`src/rtl/apb_uart_host_if.sv`:
```
// APB bus bundle between the UART host (master) and the UART slave.
interface apb_uart_host_if #(
    parameter int unsigned APB_ADDR_WIDTH = 12
);
    logic [APB_ADDR_WIDTH-1:0] PADDR;
    logic [31:0]               PWDATA;
    logic                      PWRITE;
    logic                      PSEL;
    logic                      PENABLE;
    logic [31:0]               PRDATA;
    logic                      PREADY;
    logic                      PSLVERR;

    modport master (
        output PADDR, PWDATA, PWRITE, PSEL, PENABLE,
        input  PRDATA, PREADY, PSLVERR
    );

    modport slave (
        input  PADDR, PWDATA, PWRITE, PSEL, PENABLE,
        output PRDATA, PREADY, PSLVERR
    );
endinterface

```
`src/rtl/apb_uart_host.sv`:
```
// APB initiator for the 16550-style UART: register init, then LSR-polled
// byte transfer between valid/ready streams and THR/RBR.
module apb_uart_host #(
    parameter int unsigned               APB_ADDR_WIDTH = 12,
    parameter logic [APB_ADDR_WIDTH-1:0] BASE_ADDR      = '0,
    parameter logic [15:0]               DIVISOR        = 16'd27,
    parameter logic [7:0]                LCR_CFG        = 8'h03,
    parameter int unsigned               POLL_GAP       = 2
) (
    input  logic                 CLK,
    input  logic                 RSTN,
    apb_uart_host_if.master      apb,
    input  logic [7:0]           tx_data_i,
    input  logic                 tx_valid_i,
    output logic                 tx_ready_o,
    output logic [7:0]           rx_data_o,
    output logic                 rx_err_o,
    output logic                 rx_valid_o,
    input  logic                 rx_ready_i,
    output logic                 init_done_o,
    output logic                 bus_err_o
);
    typedef enum logic [2:0] {
        S_INIT, S_GAP, S_POLL, S_DECIDE, S_RD_RBR, S_WR_THR
    } state_t;

    localparam logic [2:0] REG_DATA = 3'd0;
    localparam logic [2:0] REG_LSR  = 3'd5;
    localparam logic [7:0] GAP_LAST = 8'(POLL_GAP - 1);

    state_t                    state_q, state_d;
    logic                      psel_q, psel_d;
    logic                      penable_q, penable_d;
    logic                      pwrite_q, pwrite_d;
    logic [APB_ADDR_WIDTH-1:0] paddr_q, paddr_d;
    logic [7:0]                pwdata_q, pwdata_d;
    logic [2:0]                init_idx_q, init_idx_d;
    logic [7:0]                gap_cnt_q, gap_cnt_d;
    logic [2:0]                lsr_q, lsr_d;
    logic [7:0]                rx_data_q, rx_data_d;
    logic                      rx_err_q, rx_err_d;
    logic                      rx_valid_q, rx_valid_d;
    logic                      init_done_q, init_done_d;
    logic                      bus_err_q, bus_err_d;
    logic [2:0]                init_reg;
    logic [7:0]                init_dat;
    logic                      done;
    logic                      rx_go;
    logic                      tx_go;
    logic                      unused_prdata;

    function automatic logic [APB_ADDR_WIDTH-1:0] reg_addr(
        input logic [2:0] idx
    );
        return BASE_ADDR + APB_ADDR_WIDTH'(idx);
    endfunction

    assign done  = psel_q & penable_q & apb.PREADY;
    // lsr_q packs {THRE, PE, DR}
    assign rx_go = lsr_q[0] & ~rx_valid_q;
    assign tx_go = ~rx_go & lsr_q[2] & tx_valid_i;

    always_comb begin
        init_reg = 3'd3;
        init_dat = 8'h80;
        unique case (init_idx_q)
            3'd0: begin init_reg = 3'd3; init_dat = 8'h80;          end
            3'd1: begin init_reg = 3'd0; init_dat = DIVISOR[7:0];  end
            3'd2: begin init_reg = 3'd1; init_dat = DIVISOR[15:8]; end
            3'd3: begin init_reg = 3'd3; init_dat = LCR_CFG;       end
            3'd4: begin init_reg = 3'd2; init_dat = 8'h06;         end
            3'd5: begin init_reg = 3'd1; init_dat = 8'h00;         end
            default: ;
        endcase
    end

    always_comb begin
        state_d     = state_q;
        psel_d      = psel_q;
        penable_d   = penable_q;
        pwrite_d    = pwrite_q;
        paddr_d     = paddr_q;
        pwdata_d    = pwdata_q;
        init_idx_d  = init_idx_q;
        gap_cnt_d   = gap_cnt_q;
        lsr_d       = lsr_q;
        rx_data_d   = rx_data_q;
        rx_err_d    = rx_err_q;
        rx_valid_d  = rx_valid_q;
        init_done_d = init_done_q;
        bus_err_d   = bus_err_q;

        if (rx_valid_q && rx_ready_i) rx_valid_d = 1'b0;
        if (psel_q && !penable_q)     penable_d  = 1'b1;
        if (done) begin
            psel_d    = 1'b0;
            penable_d = 1'b0;
            if (apb.PSLVERR) bus_err_d = 1'b1;
        end

        // New transfers are launched from the cycle before SETUP
        unique case (state_q)
            S_INIT: begin
                if (done) begin
                    if (init_idx_q == 3'd5) begin
                        state_d     = S_GAP;
                        init_done_d = 1'b1;
                    end else begin
                        init_idx_d = init_idx_q + 3'd1;
                    end
                end else if (!psel_q) begin
                    psel_d   = 1'b1;
                    pwrite_d = 1'b1;
                    paddr_d  = reg_addr(init_reg);
                    pwdata_d = init_dat;
                end
            end
            S_GAP: begin
                if (gap_cnt_q == GAP_LAST) begin
                    gap_cnt_d = '0;
                    state_d   = S_POLL;
                    psel_d    = 1'b1;
                    pwrite_d  = 1'b0;
                    paddr_d   = reg_addr(REG_LSR);
                end else begin
                    gap_cnt_d = gap_cnt_q + 8'd1;
                end
            end
            S_POLL: begin
                if (done) begin
                    lsr_d   = {apb.PRDATA[5], apb.PRDATA[2], apb.PRDATA[0]};
                    state_d = S_DECIDE;
                end
            end
            S_DECIDE: begin
                unique case (1'b1)
                    rx_go: begin
                        state_d  = S_RD_RBR;
                        psel_d   = 1'b1;
                        pwrite_d = 1'b0;
                        paddr_d  = reg_addr(REG_DATA);
                    end
                    tx_go: begin
                        state_d  = S_WR_THR;
                        psel_d   = 1'b1;
                        pwrite_d = 1'b1;
                        paddr_d  = reg_addr(REG_DATA);
                        pwdata_d = tx_data_i;
                    end
                    default: state_d = S_GAP;
                endcase
            end
            S_RD_RBR: begin
                if (done) begin
                    rx_data_d  = apb.PRDATA[7:0];
                    rx_err_d   = lsr_q[1];
                    rx_valid_d = 1'b1;
                    state_d    = S_GAP;
                end
            end
            S_WR_THR: begin
                if (done) state_d = S_GAP;
            end
            default: state_d = S_INIT;
        endcase
    end

    always_ff @(posedge CLK or negedge RSTN) begin
        if (!RSTN) begin
            state_q     <= S_INIT;
            psel_q      <= 1'b0;
            penable_q   <= 1'b0;
            pwrite_q    <= 1'b0;
            paddr_q     <= '0;
            pwdata_q    <= '0;
            init_idx_q  <= '0;
            gap_cnt_q   <= '0;
            lsr_q       <= '0;
            rx_data_q   <= '0;
            rx_err_q    <= 1'b0;
            rx_valid_q  <= 1'b0;
            init_done_q <= 1'b0;
            bus_err_q   <= 1'b0;
        end else begin
            state_q     <= state_d;
            psel_q      <= psel_d;
            penable_q   <= penable_d;
            pwrite_q    <= pwrite_d;
            paddr_q     <= paddr_d;
            pwdata_q    <= pwdata_d;
            init_idx_q  <= init_idx_d;
            gap_cnt_q   <= gap_cnt_d;
            lsr_q       <= lsr_d;
            rx_data_q   <= rx_data_d;
            rx_err_q    <= rx_err_d;
            rx_valid_q  <= rx_valid_d;
            init_done_q <= init_done_d;
            bus_err_q   <= bus_err_d;
        end
    end

    assign apb.PSEL    = psel_q;
    assign apb.PENABLE = penable_q;
    assign apb.PWRITE  = pwrite_q;
    assign apb.PADDR   = paddr_q;
    assign apb.PWDATA  = {24'h0, pwdata_q};

    assign tx_ready_o  = (state_q == S_WR_THR) & done;
    assign rx_data_o   = rx_data_q;
    assign rx_err_o    = rx_err_q;
    assign rx_valid_o  = rx_valid_q;
    assign init_done_o = init_done_q;
    assign bus_err_o   = bus_err_q;

    assign unused_prdata = ^apb.PRDATA[31:8];
endmodule

```
`src/flat_wrapper.sv`:
```
// flat-port wrapper written by rule: the top's interface ports become plain ports
module apb_uart_host_flat 
#(
    parameter int unsigned               APB_ADDR_WIDTH = 12,
    parameter logic [APB_ADDR_WIDTH-1:0] BASE_ADDR      = '0,
    parameter logic [15:0]               DIVISOR        = 16'd27,
    parameter logic [7:0]                LCR_CFG        = 8'h03,
    parameter int unsigned               POLL_GAP       = 2
)
  (CLK, RSTN, tx_data_i, tx_valid_i, tx_ready_o, rx_data_o, rx_err_o, rx_valid_o, rx_ready_i, init_done_o, bus_err_o, apb_PADDR, apb_PWDATA, apb_PWRITE, apb_PSEL, apb_PENABLE, apb_PRDATA, apb_PREADY, apb_PSLVERR);
  apb_uart_host_if #(.APB_ADDR_WIDTH(APB_ADDR_WIDTH)) apb_i ();
  input  logic CLK;
  input  logic RSTN;
  input  logic [7:0] tx_data_i;
  input  logic tx_valid_i;
  output logic tx_ready_o;
  output logic [7:0] rx_data_o;
  output logic rx_err_o;
  output logic rx_valid_o;
  input  logic rx_ready_i;
  output logic init_done_o;
  output logic bus_err_o;
  output wire logic [$bits(apb_i.PADDR)-1:0] apb_PADDR;
  output wire logic [$bits(apb_i.PWDATA)-1:0] apb_PWDATA;
  output wire logic [$bits(apb_i.PWRITE)-1:0] apb_PWRITE;
  output wire logic [$bits(apb_i.PSEL)-1:0] apb_PSEL;
  output wire logic [$bits(apb_i.PENABLE)-1:0] apb_PENABLE;
  input wire logic [$bits(apb_i.PRDATA)-1:0] apb_PRDATA;
  input wire logic [$bits(apb_i.PREADY)-1:0] apb_PREADY;
  input wire logic [$bits(apb_i.PSLVERR)-1:0] apb_PSLVERR;
  assign apb_PADDR = apb_i.PADDR;
  assign apb_PWDATA = apb_i.PWDATA;
  assign apb_PWRITE = apb_i.PWRITE;
  assign apb_PSEL = apb_i.PSEL;
  assign apb_PENABLE = apb_i.PENABLE;
  assign apb_i.PRDATA = apb_PRDATA;
  assign apb_i.PREADY = apb_PREADY;
  assign apb_i.PSLVERR = apb_PSLVERR;
  apb_uart_host #(.APB_ADDR_WIDTH(APB_ADDR_WIDTH), .BASE_ADDR(BASE_ADDR), .DIVISOR(DIVISOR), .LCR_CFG(LCR_CFG), .POLL_GAP(POLL_GAP)) u_core (.CLK(CLK), .RSTN(RSTN), .apb(apb_i), .tx_data_i(tx_data_i), .tx_valid_i(tx_valid_i), .tx_ready_o(tx_ready_o), .rx_data_o(rx_data_o), .rx_err_o(rx_err_o), .rx_valid_o(rx_valid_o), .rx_ready_i(rx_ready_i), .init_done_o(init_done_o), .bus_err_o(bus_err_o));
endmodule
```
`config.mk`:
```
export PLATFORM = sky130hd
export DESIGN_NAME = apb_uart_host_flat
export DESIGN_NICKNAME = d
export VERILOG_FILES = /design/src/rtl/apb_uart_host_if.sv /design/src/rtl/apb_uart_host.sv /design/src/flat_wrapper.sv
export SDC_FILE = /design/constraint.sdc
export NUM_CORES = 1
export LEC_CHECK = 0
export ABC_CLOCK_PERIOD_IN_PS = 6280
export CAP_MARGIN = 20
export CELL_PAD_IN_SITES_DETAIL_PLACEMENT = 1
export CELL_PAD_IN_SITES_GLOBAL_PLACEMENT = 2
export CORE_UTILIZATION = 27
export DETAILED_ROUTE_END_ITERATION = 16
export PLACE_DENSITY = 0.83
export SLEW_MARGIN = 20
export SYNTH_ARGS = -nofsm -noshare
export SYNTH_HDL_FRONTEND = slang
export SYNTH_SLANG_ARGS = --single-unit
```
`constraint.sdc`:
```
create_clock -name CLK -period 6.28 [get_ports CLK]
set_input_delay 0.942 -clock CLK [delete_from_list [all_inputs] [get_ports CLK]]
set_output_delay 0.942 -clock CLK [all_outputs]
set_load 0.01 [all_outputs]
```
==> results.toml <==
[sta]
setup_viol = 0
rsz0062_at_grt = "false"
fin_skew_ns = 0.0107
fin_crit_sh_pct = 57.7
hold_viol_final = 0
timing.slew.headroom_pct = 54.1
timing.fmax_ghz = 0.276
worst_pin_slew_ns = 0.684
fin_crit_ns = 3.63
slew_violations = 0
fin_tns_setup_ns = 0
fin_hold_ws_ns = 0.463

[global_route]
grt_use_total_pct = 12.1
antenna_found_initial = 0
grt_pass1_vias = 1590
overflow = 0
grt_max_degree = 44
grt_first_pass_wirelength_um = 8300

[synth]
syn_inst = 221
syn-cell-area_um2 = 2370
synth_compound_area_share_pct = 11.1
synth_top_family_by_area = "buffers and inverters"
ys_seq_area_share_pct = 45.4
yosys.area_share.simple_pct = 12.1
synth_cell_types = 46
ys.flop_type = "dfrtp_1"
synthArstFlopShare_pct = 100
synth_fa_ha_area_share_pct = 3.17
yosysWarnings = 0
synth_seq_cells = 43
postSynthAreaPerCell_um2 = 10.7
synth-xor-area-share_pct = 2.59
synth_edf_count = 0
synth_mux_area_share_pct = 10.7

[power_and_ir_drop]
ir_drop_v = 0.000148
p_total_mw = 1.39
leakagePower_nw = 1.29
power_density_nw_per_um2 = 477

[clock_network]
htree_levels = 2
root_buffer = "clkbuf_8"
tritoncts = "done"
path_clk_slew_ns = 0.08
cts_resized = 0
cts_sinks = 43
clk_latency_ns = 0.31
cts_buffers = 5
ctsHoldBuffers = 0
cts_buffer_depth = 2
postCtsSetupBuffers = 0

[floorplan]
pin_count = 106
die_h_um = 95.7
rows = 33
initial_core_util_pct = 28.4
coreArea_um2 = 8340
die_area_um2 = 9160
die_w_um = 95.7

[critical_path]
reg2reg_depth = 6
worstPathArrival_ns = 2.68
path_max_fanout = 7
end_kind = "primary output"
cp_slowest_cell = "clkdlybuf4s50_1"
cp-start-kind = "input pin"
crit_top_cell = "clkdlybuf4s50_1"
cpPeakStageDelay_ns = 0.55
critPathRequiredTime_ns = 5.34
reg2reg_to = "u_core.apb.PADDR[2]"
rrSetupSlack_ns = 4.05
crit_type = "in -> out"
cp_cell_sequence = "clkdlybuf4s50_1 > nand3_1 > nor2_1 > and3_1 > clkdlybuf4s50_1"
r2r-start = "u_core.gap_cnt_q[1]"

[drt]
detail_route.wirelength_um = 5060
drt-pass1-iter-count = 4
detail-route-antenna-nets = 0
drtIter0Drc = 73
drc = 0
routedWlPerCell_um = 13.6
num_vias = 1619
avgViaCountPerCell = 4.35

[place]
gp_congestion = 0.797
dpl.hpwl_um = 3640
dpl_cell_area_um2 = 2800
port_buffers = 48

[cells_and_area]
fin_nets = 318
multiInputGateArea_um2 = 1070
drive_gt1_share_pct = 12.4
syn_to_final_growth_pct = 22.9
fillers = 924
n_antenna_cell = 0
final_util_pct = 34.9
register_area_um2 = 1080
final_common_cell = "clkdlybuf4s50_1"
layout_common_cells = "clkdlybuf4s50_1, dfrtp_1, conb_1"
fin_area_um2 = 2910

[status]
status = "complete, no violations"

[min_path]
min_from = "u_core.bus_err_o"
whs_endpoint = "u_core.bus_err_o"
hp-class = "reg -> reg"
min_path_cells = 1

[job]
cap_violations = 0
layer usage:
layer,global-route usage [%],vias up,part of all wire (%)
met1,16.1,791,47
met2,18.4,45,47
met4,5.60,0,1.5
met3,3.24,5,5.1
li1,-,778,-
met5,0,-,0
worst max-delay path by stage:
stage,from,to,cells after the start
finish,apb_PREADY,tx_ready_o,5
global route,apb_PREADY,tx_ready_o,5
CTS,apb_PREADY,tx_ready_o,5
detailed placement,apb_PREADY,tx_ready_o,5
global placement,apb_PREADY,tx_ready_o,5
floorplan,apb_PREADY,tx_ready_o,3
logic make-up (layout without fill, tap and decap cells):
family,after synthesis,count (layout)
AND/OR/NAND/NOR,53,53
buffers and inverters,53,67
flip-flops,43,43
AO/OA/AOI/OAI,35,35
multiplexers,23,23
XOR/XNOR,7,7
adder cells (fa/ha/maj),6,6
other,1,33
state kept, by name (all words and copies together) (netlist names), 3 cells and up:
name               flops
u_core.lsr_q           3
u_core.rx_data_o       8
u_core.pwdata_q        8
u_core.gap_cnt_q       8
u_core.state_q         3
u_core.init_idx_q      3
u_core.apb.PADDR       3
critical path, delay by kind of cell:
kind          cells  cell delay, ns
simple gates      3            0.70
buf+inv           2            1.03
layout make-up:
cell class / instances / area share (%)
clock inverters: 3 / 1.59
multi-input cells: 157 / 36.8
inverters: 11 / 1.42
clock buffers: 5 / 2.36
well taps: 105 / 4.51
repair buffers: 48 / 16.4
flip-flops and latches: 43 / 36.9
synthesized netlist by cell type, types with 2 or more instances:
| cell | instances | area [µm²] |
|---|---|---|
| a21o_1 | 2 | 15.0 |
| a21oi_1 | 9 | 45.0 |
| and3_1 | 3 | 18.8 |
| buf_4 | 33 | 248 |
| clkbuf_1 | 5 | 18.8 |
| clkbuf_8 | 2 | 27.5 |
| dfrtp_1 | 43 | 1080 |
| ha_1 | 6 | 75.1 |
| inv_1 | 11 | 41.3 |
| mux2_2 | 15 | 169 |
| mux2i_1 | 7 | 70.1 |
| nand2_1 | 16 | 60.1 |
| nand2b_1 | 3 | 18.8 |
| nand3_1 | 3 | 15.0 |
| nand4_1 | 3 | 18.8 |
| nor2_1 | 10 | 37.5 |
| nor2b_1 | 2 | 12.5 |
| nor3_1 | 4 | 20.0 |
| o21a_1 | 2 | 15.0 |
| o21ai_0 | 9 | 45.0 |
| o22ai_1 | 2 | 12.5 |
| xnor2_1 | 7 | 61.3 |
where the power goes:
part	internal, mW	switching, mW	total [mW]
registers	0.391	0.126	0.517
logic	0.345	0.299	0.644
clock network	0.120	0.108	0.228
through the flow:
step | worst slack (ns) | cells
3_3_place_gp | 2.72 | 364
5_1_grt | 2.47 | 372
4_1_cts | 2.65 | 372
6_report | 2.65 | 372
3_5_place_dp | 2.67 | 364
2_1_floorplan | 3.87 | 253
Note: power is estimated with default switching activity, not from simulation.
